$ cat src/rtl/dcache_pkg.sv
// Shared types for the L1 data cache: line/address field types, FSM states
// and the store byte-merge helper.
package dcache_pkg;

  localparam int DC_NUM_SETS = 8;
  localparam int DC_OFFSET_W = 4;
  localparam int DC_INDEX_W  = $clog2(DC_NUM_SETS);
  localparam int DC_TAG_W    = 16 - DC_INDEX_W - DC_OFFSET_W;

  typedef logic [127:0]            lc3b_cache_line;
  typedef logic [DC_OFFSET_W-1:0]  lc3b_c_offset;
  typedef logic [DC_INDEX_W-1:0]   lc3b_c_index;
  typedef logic [DC_TAG_W-1:0]     lc3b_c_tag;

  typedef enum logic [1:0] {
    IDLE      = 2'd0,
    WRITEBACK = 2'd1,
    FILL      = 2'd2
  } dcache_state_e;

  // Byte lanes of new_word arrive already positioned; be selects which land.
  function automatic logic [15:0] merge_bytes(input logic [15:0] old_word,
                                              input logic [15:0] new_word,
                                              input logic [1:0]  be);
    logic [15:0] r;
    r = old_word;
    if (be[0]) r[7:0]  = new_word[7:0];
    if (be[1]) r[15:8] = new_word[15:8];
    return r;
  endfunction

endpackage

$ cat src/rtl/dcache_control.sv
// Miss-handling FSM: sequences optional writeback then fill over the pmem
// handshake. pmem strobes and address select are registered with the state.
module dcache_control
  import dcache_pkg::*;
(
  input  logic clk,
  input  logic reset,
  input  logic req_valid_i,
  input  logic hit_i,
  input  logic victim_dirty_i,
  input  logic pmem_resp_i,
  output logic pmem_read_o,
  output logic pmem_write_o,
  output logic load_line_o,
  output logic clear_dirty_o,
  output logic addr_sel_victim_o,
  output logic in_idle_o
);

  dcache_state_e state_q;
  logic          pmem_read_q;
  logic          pmem_write_q;
  logic          addr_sel_q;

  always_ff @(posedge clk) begin
    if (reset) begin
      state_q      <= IDLE;
      pmem_read_q  <= 1'b0;
      pmem_write_q <= 1'b0;
      addr_sel_q   <= 1'b0;
    end else begin
      case (state_q)
        IDLE: begin
          if (req_valid_i && !hit_i) begin
            if (victim_dirty_i) begin
              state_q      <= WRITEBACK;
              pmem_write_q <= 1'b1;
              addr_sel_q   <= 1'b1;
            end else begin
              state_q     <= FILL;
              pmem_read_q <= 1'b1;
              addr_sel_q  <= 1'b0;
            end
          end
        end
        WRITEBACK: begin
          // The writeback always completes; only then is the request re-checked.
          if (pmem_resp_i) begin
            pmem_write_q <= 1'b0;
            addr_sel_q   <= 1'b0;
            if (req_valid_i) begin
              state_q     <= FILL;
              pmem_read_q <= 1'b1;
            end else begin
              state_q <= IDLE;
            end
          end
        end
        FILL: begin
          if (pmem_resp_i) begin
            pmem_read_q <= 1'b0;
            state_q     <= IDLE;
          end
        end
        default: begin
          state_q      <= IDLE;
          pmem_read_q  <= 1'b0;
          pmem_write_q <= 1'b0;
          addr_sel_q   <= 1'b0;
        end
      endcase
    end
  end

  assign pmem_read_o       = pmem_read_q;
  assign pmem_write_o      = pmem_write_q;
  assign addr_sel_victim_o = addr_sel_q;
  assign in_idle_o         = (state_q == IDLE);
  assign load_line_o       = (state_q == FILL) && pmem_resp_i;
  assign clear_dirty_o     = (state_q == WRITEBACK) && pmem_resp_i;

endmodule

$ cat src/rtl/dcache.sv
// Direct-mapped write-back, write-allocate L1 data cache: per-set state,
// tag compare, word select and byte merge around the dcache_control FSM.
module dcache
  import dcache_pkg::*;
#(
  parameter int NUM_SETS   = 8,
  parameter int LINE_BYTES = 16
) (
  input  logic                 clk,
  input  logic                 reset,
  input  logic                 dmem_action_stb,
  input  logic                 dmem_action_cyc,
  input  logic                 dmem_write,
  input  logic [1:0]           dmem_byte_enable,
  input  logic [15:0]          dmem_address,
  input  logic [15:0]          dmem_wdata,
  output logic [15:0]          dmem_rdata,
  output logic                 dmem_resp,
  output logic [15:0]          pmem_address,
  output logic                 pmem_read,
  output logic                 pmem_write,
  output lc3b_cache_line       pmem_wdata,
  input  lc3b_cache_line       pmem_rdata,
  input  logic                 pmem_resp
);

  localparam int OFFSET_W = $clog2(LINE_BYTES);
  localparam int WSEL_W   = $clog2(LINE_BYTES / 2);
  localparam int INDEX_W  = $clog2(NUM_SETS);
  localparam int TAG_W    = 16 - OFFSET_W - INDEX_W;

  logic                 req_valid;
  logic                 hit;
  logic                 victim_dirty;
  logic                 resp;
  logic                 store_update;
  logic                 load_line;
  logic                 clear_dirty;
  logic                 addr_sel_victim;
  logic                 in_idle;
  logic [INDEX_W-1:0]   req_index;
  logic [TAG_W-1:0]     req_tag;
  logic [WSEL_W-1:0]    req_word;
  logic [WSEL_W+3:0]    word_lsb;
  logic [NUM_SETS-1:0]  valid_vec;
  logic [NUM_SETS-1:0]  dirty_vec;
  logic [TAG_W-1:0]     tag_arr  [NUM_SETS];
  lc3b_cache_line       line_arr [NUM_SETS];
  lc3b_cache_line       cur_line;
  lc3b_cache_line       merged_line;
  logic [15:0]          cur_word;
  logic                 unused_addr_bit;

  assign unused_addr_bit = dmem_address[0];

  assign req_valid = dmem_action_stb && dmem_action_cyc;
  assign req_word  = dmem_address[OFFSET_W-1:1];
  assign req_index = dmem_address[OFFSET_W +: INDEX_W];
  assign req_tag   = dmem_address[15 -: TAG_W];
  assign word_lsb  = {req_word, 4'b0000};

  assign cur_line     = line_arr[req_index];
  assign cur_word     = cur_line[word_lsb +: 16];
  assign hit          = valid_vec[req_index] && (tag_arr[req_index] == req_tag);
  assign victim_dirty = valid_vec[req_index] && dirty_vec[req_index];

  // Hits complete combinationally; reset suppresses any response.
  assign resp         = !reset && in_idle && req_valid && hit;
  assign store_update = resp && dmem_write && (dmem_byte_enable != 2'b00);

  always_comb begin
    merged_line = cur_line;
    merged_line[word_lsb +: 16] = merge_bytes(cur_word, dmem_wdata, dmem_byte_enable);
  end

  for (genvar gi = 0; gi < NUM_SETS; gi++) begin : g_set
    logic                valid_q;
    logic                dirty_q;
    logic [TAG_W-1:0]    tag_q;
    lc3b_cache_line      line_q;
    logic                sel;

    assign sel = (req_index == INDEX_W'(gi));

    always_ff @(posedge clk) begin
      if (reset) begin
        valid_q <= 1'b0;
        dirty_q <= 1'b0;
        tag_q   <= '0;
        line_q  <= '0;
      end else if (sel) begin
        if (load_line) begin
          valid_q <= 1'b1;
          dirty_q <= 1'b0;
          tag_q   <= req_tag;
          line_q  <= pmem_rdata;
        end else if (clear_dirty) begin
          dirty_q <= 1'b0;
        end else if (store_update) begin
          line_q  <= merged_line;
          dirty_q <= 1'b1;
        end
      end
    end

    assign valid_vec[gi] = valid_q;
    assign dirty_vec[gi] = dirty_q;
    assign tag_arr[gi]   = tag_q;
    assign line_arr[gi]  = line_q;
  end

  dcache_control u_control (
    .clk               (clk),
    .reset             (reset),
    .req_valid_i       (req_valid),
    .hit_i             (hit),
    .victim_dirty_i    (victim_dirty),
    .pmem_resp_i       (pmem_resp),
    .pmem_read_o       (pmem_read),
    .pmem_write_o      (pmem_write),
    .load_line_o       (load_line),
    .clear_dirty_o     (clear_dirty),
    .addr_sel_victim_o (addr_sel_victim),
    .in_idle_o         (in_idle)
  );

  // Writeback targets the resident line; fill targets the current request.
  assign pmem_address = {(addr_sel_victim ? tag_arr[req_index] : req_tag),
                         req_index, {OFFSET_W{1'b0}}};
  assign pmem_wdata   = cur_line;
  assign dmem_resp    = resp;
  assign dmem_rdata   = resp ? cur_word : 16'h0000;

endmodule
$ cat config.mk
export PLATFORM = sky130hd
export DESIGN_NAME = dcache
export DESIGN_NICKNAME = d
export VERILOG_FILES = /design/src/rtl/dcache_pkg.sv /design/src/rtl/dcache_control.sv /design/src/rtl/dcache.sv
export SDC_FILE = /design/constraint.sdc
export NUM_CORES = 2
export LEC_CHECK = 0
export BUFFER_PORTS_ARGS = -buffer_cell sky130_fd_sc_hd__buf_2
export CAP_MARGIN = 20
export CORE_AREA = 3 3 341 343
export CTS_CLUSTER_SIZE = 12
export DETAILED_ROUTE_END_ITERATION = 8
export DIE_AREA = 0 0 344 346
export PLACE_DENSITY = 0.65
export SYNTH_ARGS = -nofsm -noshare
export SYNTH_HDL_FRONTEND = slang
export SYNTH_SLANG_ARGS = --single-unit
$ cat constraint.sdc
create_clock -name clk -period 6.52 [get_ports clk]
set_clock_uncertainty 0.05 [all_clocks]
set_input_delay 1.956 -clock clk [delete_from_list [all_inputs] [get_ports clk]]
set_output_delay 1.956 -clock clk [all_outputs]
set_load 0.05 [all_outputs]
==> results.json <==
{
  "crit_family": "buffers and inverters",
  "syn_avg_cell_area_um2": 8.79,
  "num_rows": 124,
  "die_x_um": 344,
  "die_area_um2": 119000,
  "fin_nets": 6286,
  "holdBufCountCts": 0,
  "crit_type": "in -> out",
  "crit_required_ns": 4.51,
  "grt_pass1_vias": 45024,
  "synth.most_common_cell": "dfxtp_1",
  "drt-vias-per-instance": 6.44,
  "syn2layout_area_growth_pct": 20.2,
  "post-place-ws_ns": -0.355,
  "post-route-min-period_ns": 6.63,
  "leakage_uw": 0.0226,
  "violations": "negative setup slack",
  "cts_tree": "built",
  "cp_slowest_cell": "mux4_2",
  "clkTransAtPathRegs_ns": 0.06,
  "drc_errors": 0,
  "cts_root_buf": "clkbuf_16",
  "grt_start_max_net_pins": 151,
  "fill_cells": 10368,
  "synthArstFlopShare_pct": 0,
  "grtUsageTotal_pct": 35.1,
  "routedWlPerCell_um": 28.3,
  "drv_slew": 0,
  "regArea_um2": 22400,
  "setup_viol": 14,
  "overflow": 0,
  "synthesis.area_um2": 51000,
  "insertion_delay_ns": 0.74,
  "cts_max_path_buffers": 3,
  "status": "finished with violations",
  "start_util_pct": 44.8,
  "core-area_um2": 114000,
  "die_h_um": 346,
  "multiInputGateArea_um2": 26600,
  "postRouteAntennaNets": 0,
  "synth_common_cells": "1117 x dfxtp_1, 866 x nand2_1, 554 x o21ai_0, 429 x nand3_1, 420 x nor2_1",
  "numCtsBuffers": 117,
  "worst-path-max-fanout": 20,
  "stdcell_count": 7724,
  "ys_types": 85,
  "cts.sinks": 1117,
  "hold_viol": 0,
  "hpwl_um": 144000,
  "io_buffers": 325,
  "tns_ns": -0.654,
  "max_cap_violations": 0,
  "crit_top_cell": "buf_12",
  "drtIter0Drc": 6988,
  "powerDensity_nw_per_um2": 253,
  "tightest_slew_ns": 1.10,
  "cts_max_level": 3,
  "ys.flop_type": "dfxtp_1",
  "synth_area_leader_cell": "dfxtp_1",
  "yosysTopAreaCellShare_pct": 43.8,
  "routed_wirelength_um": 219000,
  "path_cells": "buf_8, buf_4, buf_12, buf_4, inv_2, buf_12, mux4_2, o22ai_1, a211o_1, nor3_4, buf_12, buf_12",
  "post-route-period-util_pct": 102,
  "ys_warn_count": 0,
  "grt_antenna_before_repair": 14,
  "placed_cells": 7483,
  "ys_ff_latch": 1117,
  "grt_pass1_wl_um": 311000,
  "holdWs_ns": 0.401,
  "synth.area.top_cells": "dfxtp_1 44%, mux4_2 7.3%, nand2_1 6.4%",
  "gp_congestion": 0.987,
  "drive_above_1_share_pct": 22.5,
  "synth-seq-area-share_pct": 43.8,
  "cp-end-kind": "output port",
  "post-route-util_pct": 53.9,
  "ir_drop_mv": 0.235,
  "cp-start-kind": "input pin",
  "relSlewSlack_pct": 26.6,
  "cp.arrival_ns": 4.62,
  "hold_path.class": "reg -> reg",
  "num_vias": 49751,
  "setup_slack_ns": -0.107,
  "critical_path_buf_inv_count": 8,
  "grt_setup_unrepaired": "true",
  "drtPass1Iterations": 6,
  "max_freq_mhz": 151,
  "ios": 331,
  "synth_edf_count": 0,
  "slowest_delay_ns": 0.40,
  "syn_inst": 5805
}
[metal layers]
metal  global-route usage, %  part of all wire, %  wire length (um)  up-vias
li1                        -                    -                 -    21628
met1                    46.9                   37             81600    23808
met2                    49.5                   41             89800     3570
met3                    13.0                   16             34000      741
met4                    17.5                  6.2             13500        4
met5                       0                0.012                27        -
[layout by cell type (no fill, tap or decap), types with 11 or more instances in the layout]
| cell | Yosys | routed |
|---|---|---|
| a211oi_1 | 169 | 162 |
| a21oi_1 | 231 | 226 |
| a22o_1 | 14 | 14 |
| a22oi_1 | 61 | 54 |
| a311oi_1 | 11 | 11 |
| a31oi_1 | 17 | 16 |
| and3_1 | 26 | 25 |
| buf_12 | 0 | 89 |
| buf_2 | 130 | 277 |
| buf_4 | 31 | 342 |
| buf_6 | 24 | 15 |
| clkbuf_1 | 353 | 35 |
| clkbuf_16 | 0 | 120 |
| clkbuf_8 | 0 | 30 |
| dfxtp_1 | 1117 | 1117 |
| inv_1 | 23 | 20 |
| mux2_2 | 169 | 164 |
| mux2i_1 | 154 | 152 |
| mux4_2 | 166 | 166 |
| nand2_1 | 866 | 865 |
| nand2b_1 | 22 | 20 |
| nand3_1 | 429 | 429 |
| nand4_1 | 13 | 13 |
| nor2_1 | 420 | 404 |
| nor2_4 | 0 | 13 |
| nor2b_1 | 58 | 56 |
| nor3_1 | 122 | 116 |
| o211ai_1 | 45 | 45 |
| o211ai_2 | 11 | 11 |
| o21ai_0 | 554 | 549 |
| o21ai_1 | 37 | 41 |
| o221ai_1 | 14 | 14 |
| o22ai_1 | 291 | 286 |
| o31ai_1 | 28 | 27 |
[stage by stage]
| step | area, um^2 | power (uW) |
|---|---|---|
| 2_1_floorplan | 51400 | 7940 |
| 3_3_place_gp | 56700 | 8720 |
| 3_5_place_dp | 56700 | 8730 |
| 4_1_cts | 60900 | 15400 |
| 5_1_grt | 61300 | 15800 |
| 6_report | 61300 | 15500 |
[power by group]
group / total [uW] / internal (uW) / switching (uW) / leakage (uW)
Clock: 6820 / 3910 / 2910 / 0.00189
Sequential: 6880 / 6860 / 17.8 / 0.00900
Combinational: 1840 / 563 / 1280 / 0.0117
Total: 15500 / 11300 / 4210 / 0.0226
[timing repair]
| action | CTS | global route |
|---|---|---|
| buffers inserted | 9 | 6 |
| gates resized for setup | 38 | 44 |
| gates cloned | 4 | 3 |
| pin swaps | 4 | 10 |
| setup endpoints to repair | 17 | 17 |
[cell families (layout without fill, tap and decap cells)]
| kind of cell | after synthesis | after routing | synth area share, % |
|---|---|---|---|
| simple gates | 2013 | 2013 | 17.2 |
| compound gates | 1590 | 1590 | 19.4 |
| flops | 1117 | 1117 | 43.8 |
| buf+inv | 585 | 981 | 5.27 |
| mux | 489 | 489 | 14.1 |
| fa+ha+maj | 5 | 5 | 0.123 |
| xor+xnor | 5 | 5 | 0.0858 |
| other cells | 1 | 12 | 0.00735 |
[flip-flops by register name, indices dropped and copies added, names as in the netlist]
| register | flops |
|---|---|
| g_set.valid_q | 8 |
| u_control.state_q | 2 |
| g_set.line_q | 1024 |
| g_set.dirty_q | 8 |
| g_set.tag_q | 72 |
| u_control.pmem_read_o | 1 |
| u_control.addr_sel_victim_o | 1 |
| u_control.pmem_write_o | 1 |
[worst min-delay path: cells and delay by family, from the launching register on]
family | cells | cell delay (ns)
and+or+nand+nor | 1 | 0.05
DFF | 1 | 0.30
AOI/OAI and AO/OA | 1 | 0.05
[area by class of cell]
type	count	share of cell area (%)
clock inverters	29	0.653
flip-flops and latches	1117	36.5
clock buffers	181	5.64
repair buffers	747	10.6
multi-input cells	4106	43.4
inverters	24	0.165
well taps	1512	3.08
diodes	8	0.0326
[worst paths after layout]
path | startpoint | cells after the start | endpoint | slack (ns)
worst max-delay path | dmem_address[6] | 12 | dmem_rdata[8] | -0.11
worst min-delay path | g_set[1].tag_q[0]$_SDFFE_PP0P_ | 2 | g_set[1].tag_q[0]$_SDFFE_PP0P_ | 0.40
worst max register to register | g_set[7].tag_q[0]$_SDFFE_PP0P_ | 11 | g_set[5].line_q[61]$_SDFFE_PP0P_ | 2.71
worst min register to register | g_set[1].tag_q[0]$_SDFFE_PP0P_ | 2 | g_set[1].tag_q[0]$_SDFFE_PP0P_ | 0.40
Note: power is estimated with default switching activity, not from simulation.
